File: src/rtl/garden_input_ctrl.sv
// garden_input_ctrl: input front-end for the garden watering controller.
// Synchronises and debounces the start button and the 2-bit mode switch, and turns each
// debounced press into a valid/ready command carrying the switch value captured at the press.
// Optional feature: define GARDEN_INPUT_LONG_PRESS_EN to enable the long-press abort pulse.
module garden_input_ctrl #(
    parameter int unsigned DEBOUNCE_CYCLES   = 4,
    parameter int unsigned CNT_W             = 20,
    parameter int unsigned BTN_ACTIVE_LOW    = 1,
    parameter int unsigned LONG_PRESS_CYCLES = 16
) (
    input  logic       i_clk,
    input  logic       i_rst_n,
    input  logic       i_start_button,
    input  logic [1:0] i_switch,
    output logic       o_cmd_valid,
    input  logic       i_cmd_ready,
    output logic [1:0] o_cmd_mode,
    output logic       o_mode_changed,
    output logic       o_overrun,
    output logic       o_btn_level,
    output logic       o_abort
);

    // Raw level of the button when it is not pressed.
    localparam logic BTN_IDLE_RAW = (BTN_ACTIVE_LOW != 0);
    localparam logic [CNT_W-1:0] DB_LAST = CNT_W'(DEBOUNCE_CYCLES - 1);

`ifdef GARDEN_INPUT_LONG_PRESS_EN
    localparam logic [CNT_W-1:0] LP_LAST = CNT_W'(LONG_PRESS_CYCLES - 1);
    typedef enum logic [1:0] {StRel = 2'd0, StPrs = 2'd1, StHold = 2'd2} state_e;
`else
    typedef enum logic [1:0] {StRel = 2'd0, StPrs = 2'd1} state_e;
`endif

    logic             r_btn_meta;
    logic             r_btn_sync;
    logic [1:0]       r_sw_meta;
    logic [1:0]       r_sw_sync;
    logic             r_btn_stable;
    logic [CNT_W-1:0] r_btn_cnt;
    logic [1:0]       r_sw_stable;
    logic [CNT_W-1:0] r_sw_cnt;
    state_e           r_state;
    logic             r_cmd_valid;
    logic [1:0]       r_cmd_mode;
    logic             r_mode_changed;
    logic             r_overrun;

    logic w_btn_pressed;
    logic w_btn_diff;
    logic w_btn_accept;
    logic w_sw_diff;
    logic w_sw_accept;
    logic w_press_evt;
    logic w_release_evt;

    // Polarity-normalised synchronised button: 1 = pressed.
    assign w_btn_pressed = r_btn_sync ^ BTN_IDLE_RAW;
    assign w_btn_diff    = (w_btn_pressed != r_btn_stable);
    assign w_btn_accept  = w_btn_diff && (r_btn_cnt == DB_LAST);
    assign w_sw_diff     = (r_sw_sync != r_sw_stable);
    assign w_sw_accept   = w_sw_diff && (r_sw_cnt == DB_LAST);
    // Events are taken at the edge the stable value flips, so the command lands with btn_level.
    assign w_press_evt   = (r_state == StRel) && w_btn_accept && w_btn_pressed;
    assign w_release_evt = w_btn_accept && !w_btn_pressed;

    // Two-flop synchronisers; button flops reset to the released raw level.
    always_ff @(posedge i_clk or negedge i_rst_n) begin
        if (!i_rst_n) begin
            r_btn_meta <= BTN_IDLE_RAW;
            r_btn_sync <= BTN_IDLE_RAW;
            r_sw_meta  <= 2'b00;
            r_sw_sync  <= 2'b00;
        end else begin
            r_btn_meta <= i_start_button;
            r_btn_sync <= r_btn_meta;
            r_sw_meta  <= i_switch;
            r_sw_sync  <= r_sw_meta;
        end
    end

    // Button debounce: count while synced level differs, accept after DEBOUNCE_CYCLES.
    always_ff @(posedge i_clk or negedge i_rst_n) begin
        if (!i_rst_n) begin
            r_btn_stable <= 1'b0;
            r_btn_cnt    <= '0;
        end else if (!w_btn_diff) begin
            r_btn_cnt <= '0;
        end else if (w_btn_accept) begin
            r_btn_stable <= w_btn_pressed;
            r_btn_cnt    <= '0;
        end else begin
            r_btn_cnt <= r_btn_cnt + 1'b1;
        end
    end

    // Switch debounce: whole vector shares one counter.
    always_ff @(posedge i_clk or negedge i_rst_n) begin
        if (!i_rst_n) begin
            r_sw_stable <= 2'b00;
            r_sw_cnt    <= '0;
        end else if (!w_sw_diff) begin
            r_sw_cnt <= '0;
        end else if (w_sw_accept) begin
            r_sw_stable <= r_sw_sync;
            r_sw_cnt    <= '0;
        end else begin
            r_sw_cnt <= r_sw_cnt + 1'b1;
        end
    end

`ifdef GARDEN_INPUT_LONG_PRESS_EN
    logic             r_abort;
    logic [CNT_W-1:0] r_hold_cnt;
`endif

    // Button FSM with command handshake and registered pulse outputs.
    always_ff @(posedge i_clk or negedge i_rst_n) begin
        if (!i_rst_n) begin
            r_state        <= StRel;
            r_cmd_valid    <= 1'b0;
            r_cmd_mode     <= 2'b00;
            r_mode_changed <= 1'b0;
            r_overrun      <= 1'b0;
`ifdef GARDEN_INPUT_LONG_PRESS_EN
            r_abort        <= 1'b0;
            r_hold_cnt     <= '0;
`endif
        end else begin
            r_mode_changed <= w_sw_accept;
            r_overrun      <= 1'b0;
`ifdef GARDEN_INPUT_LONG_PRESS_EN
            r_abort        <= 1'b0;
`endif
            if (w_press_evt && (!r_cmd_valid || i_cmd_ready)) begin
                r_cmd_valid <= 1'b1;
                r_cmd_mode  <= r_sw_stable;
            end else begin
                if (w_press_evt) begin
                    r_overrun <= 1'b1;
                end
                if (r_cmd_valid && i_cmd_ready) begin
                    r_cmd_valid <= 1'b0;
                end
            end
            case (r_state)
                StRel: begin
                    if (w_press_evt) begin
                        r_state <= StPrs;
`ifdef GARDEN_INPUT_LONG_PRESS_EN
                        r_hold_cnt <= '0;
`endif
                    end
                end
                StPrs: begin
                    if (w_release_evt) begin
                        r_state <= StRel;
`ifdef GARDEN_INPUT_LONG_PRESS_EN
                    end else if (r_hold_cnt == LP_LAST) begin
                        r_abort <= 1'b1;
                        r_state <= StHold;
                    end else begin
                        r_hold_cnt <= r_hold_cnt + 1'b1;
`endif
                    end
                end
`ifdef GARDEN_INPUT_LONG_PRESS_EN
                StHold: begin
                    if (w_release_evt) begin
                        r_state <= StRel;
                    end
                end
`endif
                default: r_state <= StRel;
            endcase
        end
    end

`ifdef GARDEN_INPUT_LONG_PRESS_EN
    assign o_abort = r_abort;
`else
    logic w_unused_long_press;
    assign w_unused_long_press = ^LONG_PRESS_CYCLES;
    assign o_abort = 1'b0;
`endif

    assign o_cmd_valid    = r_cmd_valid;
    assign o_cmd_mode     = r_cmd_mode;
    assign o_mode_changed = r_mode_changed;
    assign o_overrun      = r_overrun;
    assign o_btn_level    = r_btn_stable;

endmodule

File: config.mk
export PLATFORM = sky130hd
export DESIGN_NAME = garden_input_ctrl
export DESIGN_NICKNAME = d
export VERILOG_FILES = /design/src/rtl/garden_input_ctrl.sv
export SDC_FILE = /design/constraint.sdc
export NUM_CORES = 1
export LEC_CHECK = 0
export ABC_AREA = 1
export BUFFER_PORTS_ARGS = -buffer_cell sky130_fd_sc_hd__buf_2
export CORE_MARGIN = 10
export CORE_UTILIZATION = 40
export CTS_CLUSTER_DIAMETER = 150
export DETAILED_ROUTE_END_ITERATION = 7
export HOLD_SLACK_MARGIN = 0.03
export SYNTH_ARGS = -nofsm -noshare
export SYNTH_HDL_FRONTEND = slang
export SYNTH_SLANG_ARGS = --single-unit
File: constraint.sdc
create_clock -name i_clk -period 3.6 [get_ports i_clk]
set_clock_uncertainty 0.2 [all_clocks]
set_input_delay 1.08 -clock i_clk [delete_from_list [all_inputs] [get_ports i_clk]]
set_output_delay 1.08 -clock i_clk [all_outputs]
set_load 0.1 [all_outputs]
### Word-level counts from Yosys, hierarchy flattened

Index checks and enable logic that the tools add are counted.

* bits in registers: 56
* input bits: 6
* output and inout port bits: 7
* word-level logic and storage cells: 48

* $add $sub $neg: 2
* eq/ne operators: 7
* mux-type cells: 11
* bitwise logic cells: 1
* reductions and logical operators: 14

Operators with widths (number)
* $mux 20: 4
* $add 20x1->20 const B: 2
* $eq 20x2->1 const B: 2
* $logic_and 1x1->1: 7
* $reduce_and 2->1: 3
* $mux 1: 4
* $mux 2: 2
* $ne 2x2->1 const B: 2
* $pmux 2 s2: 1
* $eq 2x1->1 const B: 1
* $logic_not 2->1: 1
* $ne 2x2->1: 1
* $reduce_bool 2->1: 1
* $logic_not 1->1: 1
* $logic_or 1x1->1: 1
* $ne 1x1->1: 1
* $not 1->1: 1

### Longest topological paths before layout

Gate-level depths: netlist of run 1.

* depth after elaboration: 7
* mapped depth: 10
* depth with buffers taken out: 10

### Worst setup path before layout of run 1

OpenSTA, ideal clock, no wires.

* path kind: reg2out
* start point: register r_btn_stable (netlist: o_btn_level)
* end point: output o_btn_level
* data arrival time: 0.912 ns
* data required time: 2.320 ns
* slack: 1.408 ns
* cell stages (with the launch flop): 1
* buffers on the path: 0
* cell sequence: dfrtp_1

RTL lines
* start: declaration: RTL line 39 `logic r_btn_stable;`
* start signal: assignment: RTL line 90 `r_btn_stable <= w_btn_pressed;`
* end: declaration: RTL line 20 `output logic o_btn_level,`

No word-level cell between the ends.

### Worst setup path in the final report of run 1

* start point: register r_btn_stable (netlist: o_btn_level)
* end point: output o_btn_level

No word-level cell between the ends.

==> flow_results.org, run 1 <==
** Logic synthesis
- Most instantiated flip-flop cell in the synthesis netlist :: sky130_fd_sc_hd__dfrtp_1
- Post-synth EDFFs :: 0
- Fraction of post-synthesis cell area in the top cell type by area :: 44.9%
- Largest cells by area after synthesis :: sky130_fd_sc_hd__dfrtp_1 45%, sky130_fd_sc_hd__nand2_1 9.8%, sky130_fd_sc_hd__nor2_1 8.6%, sky130_fd_sc_hd__inv_1 5.7%, sky130_fd_sc_hd__xor2_1 5.6%
- Averaged over all synthesized cells, the footprint is 7.90 µm².
- Synthesized flop and latch total :: 55
- In the synthesized netlist, the number of instances is 374.
- Synth Warn # :: 0
- Counting flops with an async set or reset pin after synthesis yields a share of 100%.
- In this run, distinct cell masters in the synthesized netlist total 31.
- Most instantiated library cell after synthesis :: sky130_fd_sc_hd__nand2_1
- Cell Area, Synth :: 2950 µm²
- By count the netlist is led by 77 x sky130_fd_sc_hd__nand2_1, 68 x sky130_fd_sc_hd__nor2_1, 53 x sky130_fd_sc_hd__dfrtp_1, 45 x sky130_fd_sc_hd__inv_1, 28 x sky130_fd_sc_hd__nand3_1.
- The biggest area contributor in the post-synthesis netlist is sky130_fd_sc_hd__dfrtp_1.
- Sequential fraction of the synthesis area :: 46.7%
- Synthesized Nets :: 382

** Detailed routing
- Total via count after detailed routing :: 2338
- Once detail routing completed, the nets flagged for antenna violations numbered 0.
- The first routing iteration left 79 violations.
- After detailed routing, the number of remaining DRC violations is 0.
- The first detailed-routing pass ran for 4 iterations.
- The final layout contains routed wiring with a total length of 5.78 mm.
- Detail-routed via count per cell :: 4.77
- Detail-routed net length per standard cell :: 11.8 µm

** CTS
- Clock buffer depth :: 2
- Number of post-CTS setup repair buffers :: 0
- Quantity of hold-fixing buffers added after cts :: 0
- Root buffer selected by CTS :: sky130_fd_sc_hd__clkbuf_8
- At the later pin of the worst-skew pair, clock insertion delay measures 0.32 ns.
- Gates resized during post-CTS repair numbered 0.
- H-tree lvl count :: 2
- Clock tree from TritonCTS :: done
- Counting every sink on the clock net gives 55.
- Clock-pin slew reported for the worst setup and hold paths after clock tree synthesis :: 0.10 ns
- Clock buffer count from CTS :: 5

** STA
- Achievable clock frequency :: 417 MHz
- The count of pins over their slew limit came to 0.
- Headroom to the max-slew limit came out at 55.1%.
- Ratio of final minimum period to clock period :: 66.6%
- Final Setup Violations :: 0
- Adding up every negative setup slack in the final design gives 0 ns.
- For the finished layout, the period the worst path requires is 2.40 ns.
- The count of final hold-check violations was 0.
- Worst-Margin Slew :: 0.673 ns
- Worst path setup slack after routing :: 1.20 ns
- Final worst hold slack :: 0.161 ns
- Setup repair after global routing left no endpoint under its margin.

** Global route
- The via count of the first global-routing pass came to 2235.
- Maximum number of pins on one net before global-route repair :: 56
- Total congestion overflow :: 0
- The first global-routing pass estimated 10.1 mm of wire.
- Global routing used 10.7% of the available tracks.
- The initial antenna violation count came to 0.

** Worst setup path
- For flop-to-flop paths, the worst setup slack is 1.75 ns.
- Data arrival time of the critical path :: 1.12 ns
- Broken down by cell family, the worst path's largest delay share belongs to buffers and inverters.
- The critical path in this run is classified as reg2out.
- Buffers and inverters on the worst path :: 1
- The critical path goes through buf_2.
- The largest individual stage delay along the critical path comes from the cell sky130_fd_sc_hd__buf_2.
- Data required time of the critical path :: 2.32 ns
- STA classifies the critical path startpoint as a flip-flop.
- In this run the worst path has a maximum fanout of 3.
- STA classifies the critical path endpoint as an output port.
- In this design, the stage delay of the slowest critical-path cell is 0.43 ns.

** Place
- During placement, the flow inserted port buffers numbering 11.
- Worst setup slack after placement :: 1.54 ns
- The HPWL after detailed placement is 4.29 mm.
- Routability congestion estimate from global placement :: 0.933

** Layout
- Fill cells in the final layout number 755.
- Share of layout cells above drive strength 1 :: 14.6%
- The repair_antennas step left the layout with diodes totalling 0.
- At the end of the flow the core is filled with cells to 44.6%.
- Area overhead of the layout relative to synthesis :: 8.94%
- Net total in the final layout :: 398

** Power and ir drop
- VDD sags by at most 0.335 mV.
- Power Density :: 486 nW/µm²
- Comb power frac :: 29.7%
- Share of total power consumed by net switching :: 40.2%
- The clock network accounts for 23.1% of the total power.
- Internal portion of total power :: 0.000934 W
- Leakage power :: 1.51 nW
- Summed over all nets, the switching power comes to 0.000627 W.
- Sequential share of power :: 47.2%

** Die
- Num rows :: 31
- The initial utilization of the core area, before any placement, comes to 40.9%.
- Horizontal die dimension :: 106 µm
- The region available for standard cell placement spans 7210 µm².
- Number of top-level design ports :: 13
- The die covers 11200 µm².
- In this run the vertical extent of the chip is 106 µm.

** Outcome
- Outcome :: finished clean

** Run
- Max-cap violation count :: 0

** Min path
- Min-Delay Path Class :: reg2reg
[cell families (layout without fill, tap and decap cells)]
logic type / Yosys count / in the layout / share of synthesized area (%)
simple gates: 230 / 230 / 37.3
buf+inv: 55 / 72 / 7.16
compound gates: 11 / 11 / 1.91
xor+xnor: 20 / 20 / 5.93
other cells: 1 / 1 / 0.127
flops: 55 / 55 / 46.7
fa+ha+maj: 2 / 2 / 0.847
[final cells by class]
class                      instances  area [µm²]  share of cell area (%)
clock buffer                       5        68.8                    2.14
clock inverter                     3        25.0                   0.778
inverter                          52         195                    6.07
multi-input combinational        264        1360                    42.4
sequential                        55        1380                    42.9
tap                               99         124                    3.85
timing repair buffer              12        62.6                    1.94
[power by group through the flow]
| stage | clock [W] | combinational [W] | sequential (W) |
|---|---|---|---|
| after floorplan | 0 | 0.000264 | 0.000852 |
| after global placement | 0 | 0.000466 | 0.000747 |
| after detailed placement | 0 | 0.000470 | 0.000749 |
| after CTS | 0.000373 | 0.000472 | 0.000736 |
| after global routing | 0.000399 | 0.000517 | 0.000745 |
| final | 0.000361 | 0.000464 | 0.000737 |
[metal layers]
metal	track usage (%)	part of all wire, %
met1	13.1	47
met2	18.0	48
met3	2.90	3.5
met4	3.29	1.7
met5	0	0
[final timing paths]
| path | from | cells after the start | endpoint |
|---|---|---|---|
| worst max-delay path | o_btn_level$_DFFE_PN0P_ | 1 | o_btn_level |
| worst min-delay path | r_sw_meta[0]$_DFF_PN0_ | 0 | r_sw_sync[0]$_DFF_PN0_ |
| worst max register to register | r_btn_sync$_DFF_PN1_ | 9 | r_btn_cnt[19]$_DFF_PN0_ |
| worst min register to register | r_sw_meta[0]$_DFF_PN0_ | 0 | r_sw_sync[0]$_DFF_PN0_ |
| max in group asynchronous | i_rst_n | 2 | r_sw_cnt[13]$_DFF_PN0_ |
| min in group asynchronous | i_rst_n | 2 | r_btn_cnt[6]$_DFF_PN0_ |
[cells in the final DEF, fill, tap and decap left out, types with 2 or more instances in the layout]
master                      n
sky130_fd_sc_hd__nand2_1   77
sky130_fd_sc_hd__nor2_1    68
sky130_fd_sc_hd__dfrtp_1   53
sky130_fd_sc_hd__inv_1     45
sky130_fd_sc_hd__nand3_1   28
sky130_fd_sc_hd__xor2_1    19
sky130_fd_sc_hd__nand4_1   12
sky130_fd_sc_hd__buf_2     11
sky130_fd_sc_hd__nor3_1    10
sky130_fd_sc_hd__nand2_2    7
sky130_fd_sc_hd__inv_2      7
sky130_fd_sc_hd__nor2_2     7
sky130_fd_sc_hd__a21oi_1    5
sky130_fd_sc_hd__nor2_4     5
sky130_fd_sc_hd__clkbuf_8   5
sky130_fd_sc_hd__nor3_2     4
sky130_fd_sc_hd__nand3_2    3
sky130_fd_sc_hd__o21ai_1    3
sky130_fd_sc_hd__nor3b_1    3
sky130_fd_sc_hd__nor4_1     2
sky130_fd_sc_hd__o21ai_0    2
sky130_fd_sc_hd__ha_1       2
sky130_fd_sc_hd__clkinv_4   2
sky130_fd_sc_hd__dfstp_2    2
[through the flow]
step                      instance area [µm²]  cells  total power [W]
after floorplan                          2950    374          0.00112
after global placement                   3120    482          0.00121
after detailed placement                 3120    482          0.00122
after CTS                                3220    490          0.00158
after global routing                     3220    490          0.00166
final                                    3220    490          0.00156
[state kept, by name (all words and copies together) (netlist names)]
name / count
r_sw_stable: 2
o_mode_changed: 1
r_btn_sync: 1
r_sw_sync: 2
o_overrun: 1
o_cmd_mode: 2
r_state: 1
r_btn_cnt: 20
o_cmd_valid: 1
r_sw_meta: 2
r_sw_cnt: 20
o_btn_level: 1
r_btn_meta: 1
Note: power is estimated with default switching activity, not from simulation.
==> run 2, diff against run 1 <==
Clock period 3.6 ns to 2.3 ns, I/O delays scaled along.
==> run 2 against run 1 <==
Compared with the run above:
- via count up 0.26%
- hold slack worse by 0.091 ns
- count of clock-buffer cells in the layout stayed put
- register-to-register slack got worse by 1.3 ns
- routed wire length up 3.6%
- critical path depth is the same
- critical path type unchanged
- global-route usage rose by 0.59 points
- utilization rose by 0.26 points
- flip-flop and latch count unchanged
- clock power up 63%
- die area unchanged
- sequential power grew 57%
- critical endpoint unchanged
==> flow_results.org, run 2 (synthesis gave the netlist of run 1 again) <==
** Outcome
- Outcome :: finished clean

** Power and ir drop
- The peak ir drop on the vdd network came to 0.421 mV (+26%).
- The reported leakage power is 1.52 nW (+0.85%).
- Power Density :: 765 nW/µm² (+58%)

** Layout
- Largest registers :: r_btn_cnt (20), r_sw_cnt (20)
- Most common cell after layout, fill and taps aside :: sky130_fd_sc_hd__nand2_1
- The final antenna diode count was 0 (unchanged).
- Area overhead of the layout relative to synthesis :: 9.58%
- Commonest cells after routing, fill and taps aside :: 77 x sky130_fd_sc_hd__nand2_1, 68 x sky130_fd_sc_hd__nor2_1, 53 x sky130_fd_sc_hd__dfrtp_1
- The share of final-layout standard cells stronger than drive strength 1 was 14.6% (unchanged).
- Summed area of non-filler cells in the final layout :: 3240 µm² (+0.58%)
- Util after Layout :: 44.8% (+0.26 points)
- The number of nets in the layout is 398 (unchanged).

** CTS
- The worst-skew pair later-pin latency is 0.32 ns (about the same).
- Quantity of hold-fixing buffers added after cts :: 0 (unchanged)
- Clock buffer count from CTS :: 5 (unchanged)
- Clock tree from TritonCTS :: done
- The clock input transition at the sequential cells of the worst setup and hold paths was 0.11 ns (about the same).
- The H-tree level count was 2 (unchanged).
- The post-CTS setup-driven buffer insertion count came to 0 (unchanged).
- The root buffer cell chosen for the clock tree is sky130_fd_sc_hd__clkbuf_8.
- Clock sink count :: 55 (unchanged)
- The number of buffers on the longest clock path came to 2 (unchanged).
- The number of gates given a new drive strength after cts is 0 (unchanged).

** STA
- The smallest clock period supported by the final layout is computed as 2.02 ns.
- The summed negative setup slack over all endpoints came to 0 ns (unchanged).
- Final Max Tran Viols :: 0 (unchanged)
- Static timing analysis puts the maximum clock frequency at 494 MHz.
- The setup violation total in the final timing report was 0 (unchanged).
- Endpoints failing hold :: 0 (unchanged)
- The worst path uses 88.0% of the clock period.
- Worst path setup slack after routing :: 0.276 ns (-0.925 ns)
- Setup repair after global routing left no endpoint under its margin.

** Worst setup path
- Setup Crit Path Kind :: reg2out
- The maximum single-stage delay on the critical path was 0.44 ns (about the same).
- Worst setup EP type :: output port
- The critical path goes through buf_2.
- Start point of the critical path :: o_btn_level$_DFFE_PN0P_
- The startpoint identified for the worst register-to-register timing path is r_btn_sync$_DFF_PN1_.
- Data arrival time of the critical path :: 1.13 ns (about the same)
- Critical-path cell with the highest stage delay :: sky130_fd_sc_hd__buf_2
- Gate family responsible for the most delay along the worst path :: buffers and inverters
- The worst path required time is 1.41 ns (-0.91 ns).
- The worst setup path is launched from a flip-flop.
- The count of buffer and inverter cells on the critical path is 1 (unchanged).
- The highest fanout seen on the critical path came to 3 (unchanged).

** Die
- The chip height was 106 µm (unchanged).
- Die Footprint :: 11200 µm² (unchanged)
- Num rows :: 31 (unchanged)
- Core area :: 7210 µm² (unchanged)
- The starting density of the core came to 40.9% (unchanged).
- Horizontal die dimension :: 106 µm (unchanged)
- The number of I/O pins is 13 (unchanged).

** Global route
- The via count of the first global-routing pass came to 2326 (+4.1%).
- Total congestion overflow :: 0 (unchanged)
- The overall track demand over capacity in global routing is 11.3% (+0.59 points).
- Global-route wire length before repair :: 10.6 mm (+4.9%)
- The initial antenna violation count is 0 (unchanged).
- The maximum number of pins on one net before global-route repair was 43 (-23%).

** Detailed routing
- Detail-routed via count per cell :: 4.78 (+0.26%)
- The detailed-route wire length per cell is 12.2 µm (+3.6%).
- Number of iterations in the first detailed-routing pass :: 4 (unchanged)
- Remaining antenna violation count :: 0 (unchanged)
- The total vias in the final route is 2344 (+0.26%).
- The remaining routing DRC violations came to 0 (unchanged).
- The count of routing violations after the opening detailed-route iteration was 77 (-2.5%).
- Aggregate routed wire length :: 5.99 mm (+3.6%)

** Place
- The worst setup slack after placement came to 0.440 ns (-1.10 ns).
- The sum of net half-perimeters after detailed placement came to 4.66 mm (+8.5%).
- The routability congestion estimate is 0.909 (-2.6%).
- The instance area at placement was 3140 µm² (+0.40%).
- The count of port buffers added during placement was 11 (unchanged).

** Run
- The reported max-cap violation count is 0 (unchanged).

** Min path
- Min-Delay Path Class :: in2async
-- run 2: area by class of cell --
class,instances,area (µm²)
Multi-Input combinational cell,264,1360
Clock inverter,3,31.3
Timing Repair Buffer,12,75.1
Clock buffer,5,68.8
Tap cell,99,124
Fill cell,760,3980
Inverter,52,195
Sequential cell,55,1380
-- run 2: layer usage --
| layer | track usage (%) | wire (µm) | up-vias |
|---|---|---|---|
| met3 | 2.17 | 231 | 16 |
| met1 | 14.1 | 2700 | 1081 |
| met2 | 18.8 | 2900 | 46 |
| met4 | 4.45 | 162 | 0 |
| met5 | 0 | 0 | - |
| li1 | - | - | 1201 |
-- run 2: power by group --
group          switching (W)  internal [W]  total, W
Sequential         0.0000811       0.00107   0.00116
Clock               0.000355      0.000234  0.000589
Combinational       0.000557      0.000172  0.000730
-- run 2: path summary, 6_finish.rpt --
path                                                  end  slack [ns]  cells past startpoint
worst max-delay path                          o_btn_level        0.28                      1
worst min-delay path              r_btn_cnt[18]$_DFF_PN0_        0.07                      1
max in group asynchronous            r_btn_sync$_DFF_PN1_        1.22                      2
worst min register to register     r_sw_sync[0]$_DFF_PN0_        0.17                      0
worst max register to register  o_cmd_mode[1]$_DFFE_PN0P_        0.45                      9
min in group i_clk                 r_sw_sync[0]$_DFF_PN0_        0.17                      0
-- run 2: metrics by stage --
stage | hold WS, ns | cells | total power [W]
5_1_grt | 0.0971 | 490 | 0.00263
2_1_floorplan | 0.131 | 374 | 0.00175
3_5_place_dp | 0.144 | 482 | 0.00192
4_1_cts | 0.0858 | 490 | 0.00251
6_report | 0.0704 | 490 | 0.00248
3_3_place_gp | 0.145 | 482 | 0.00191
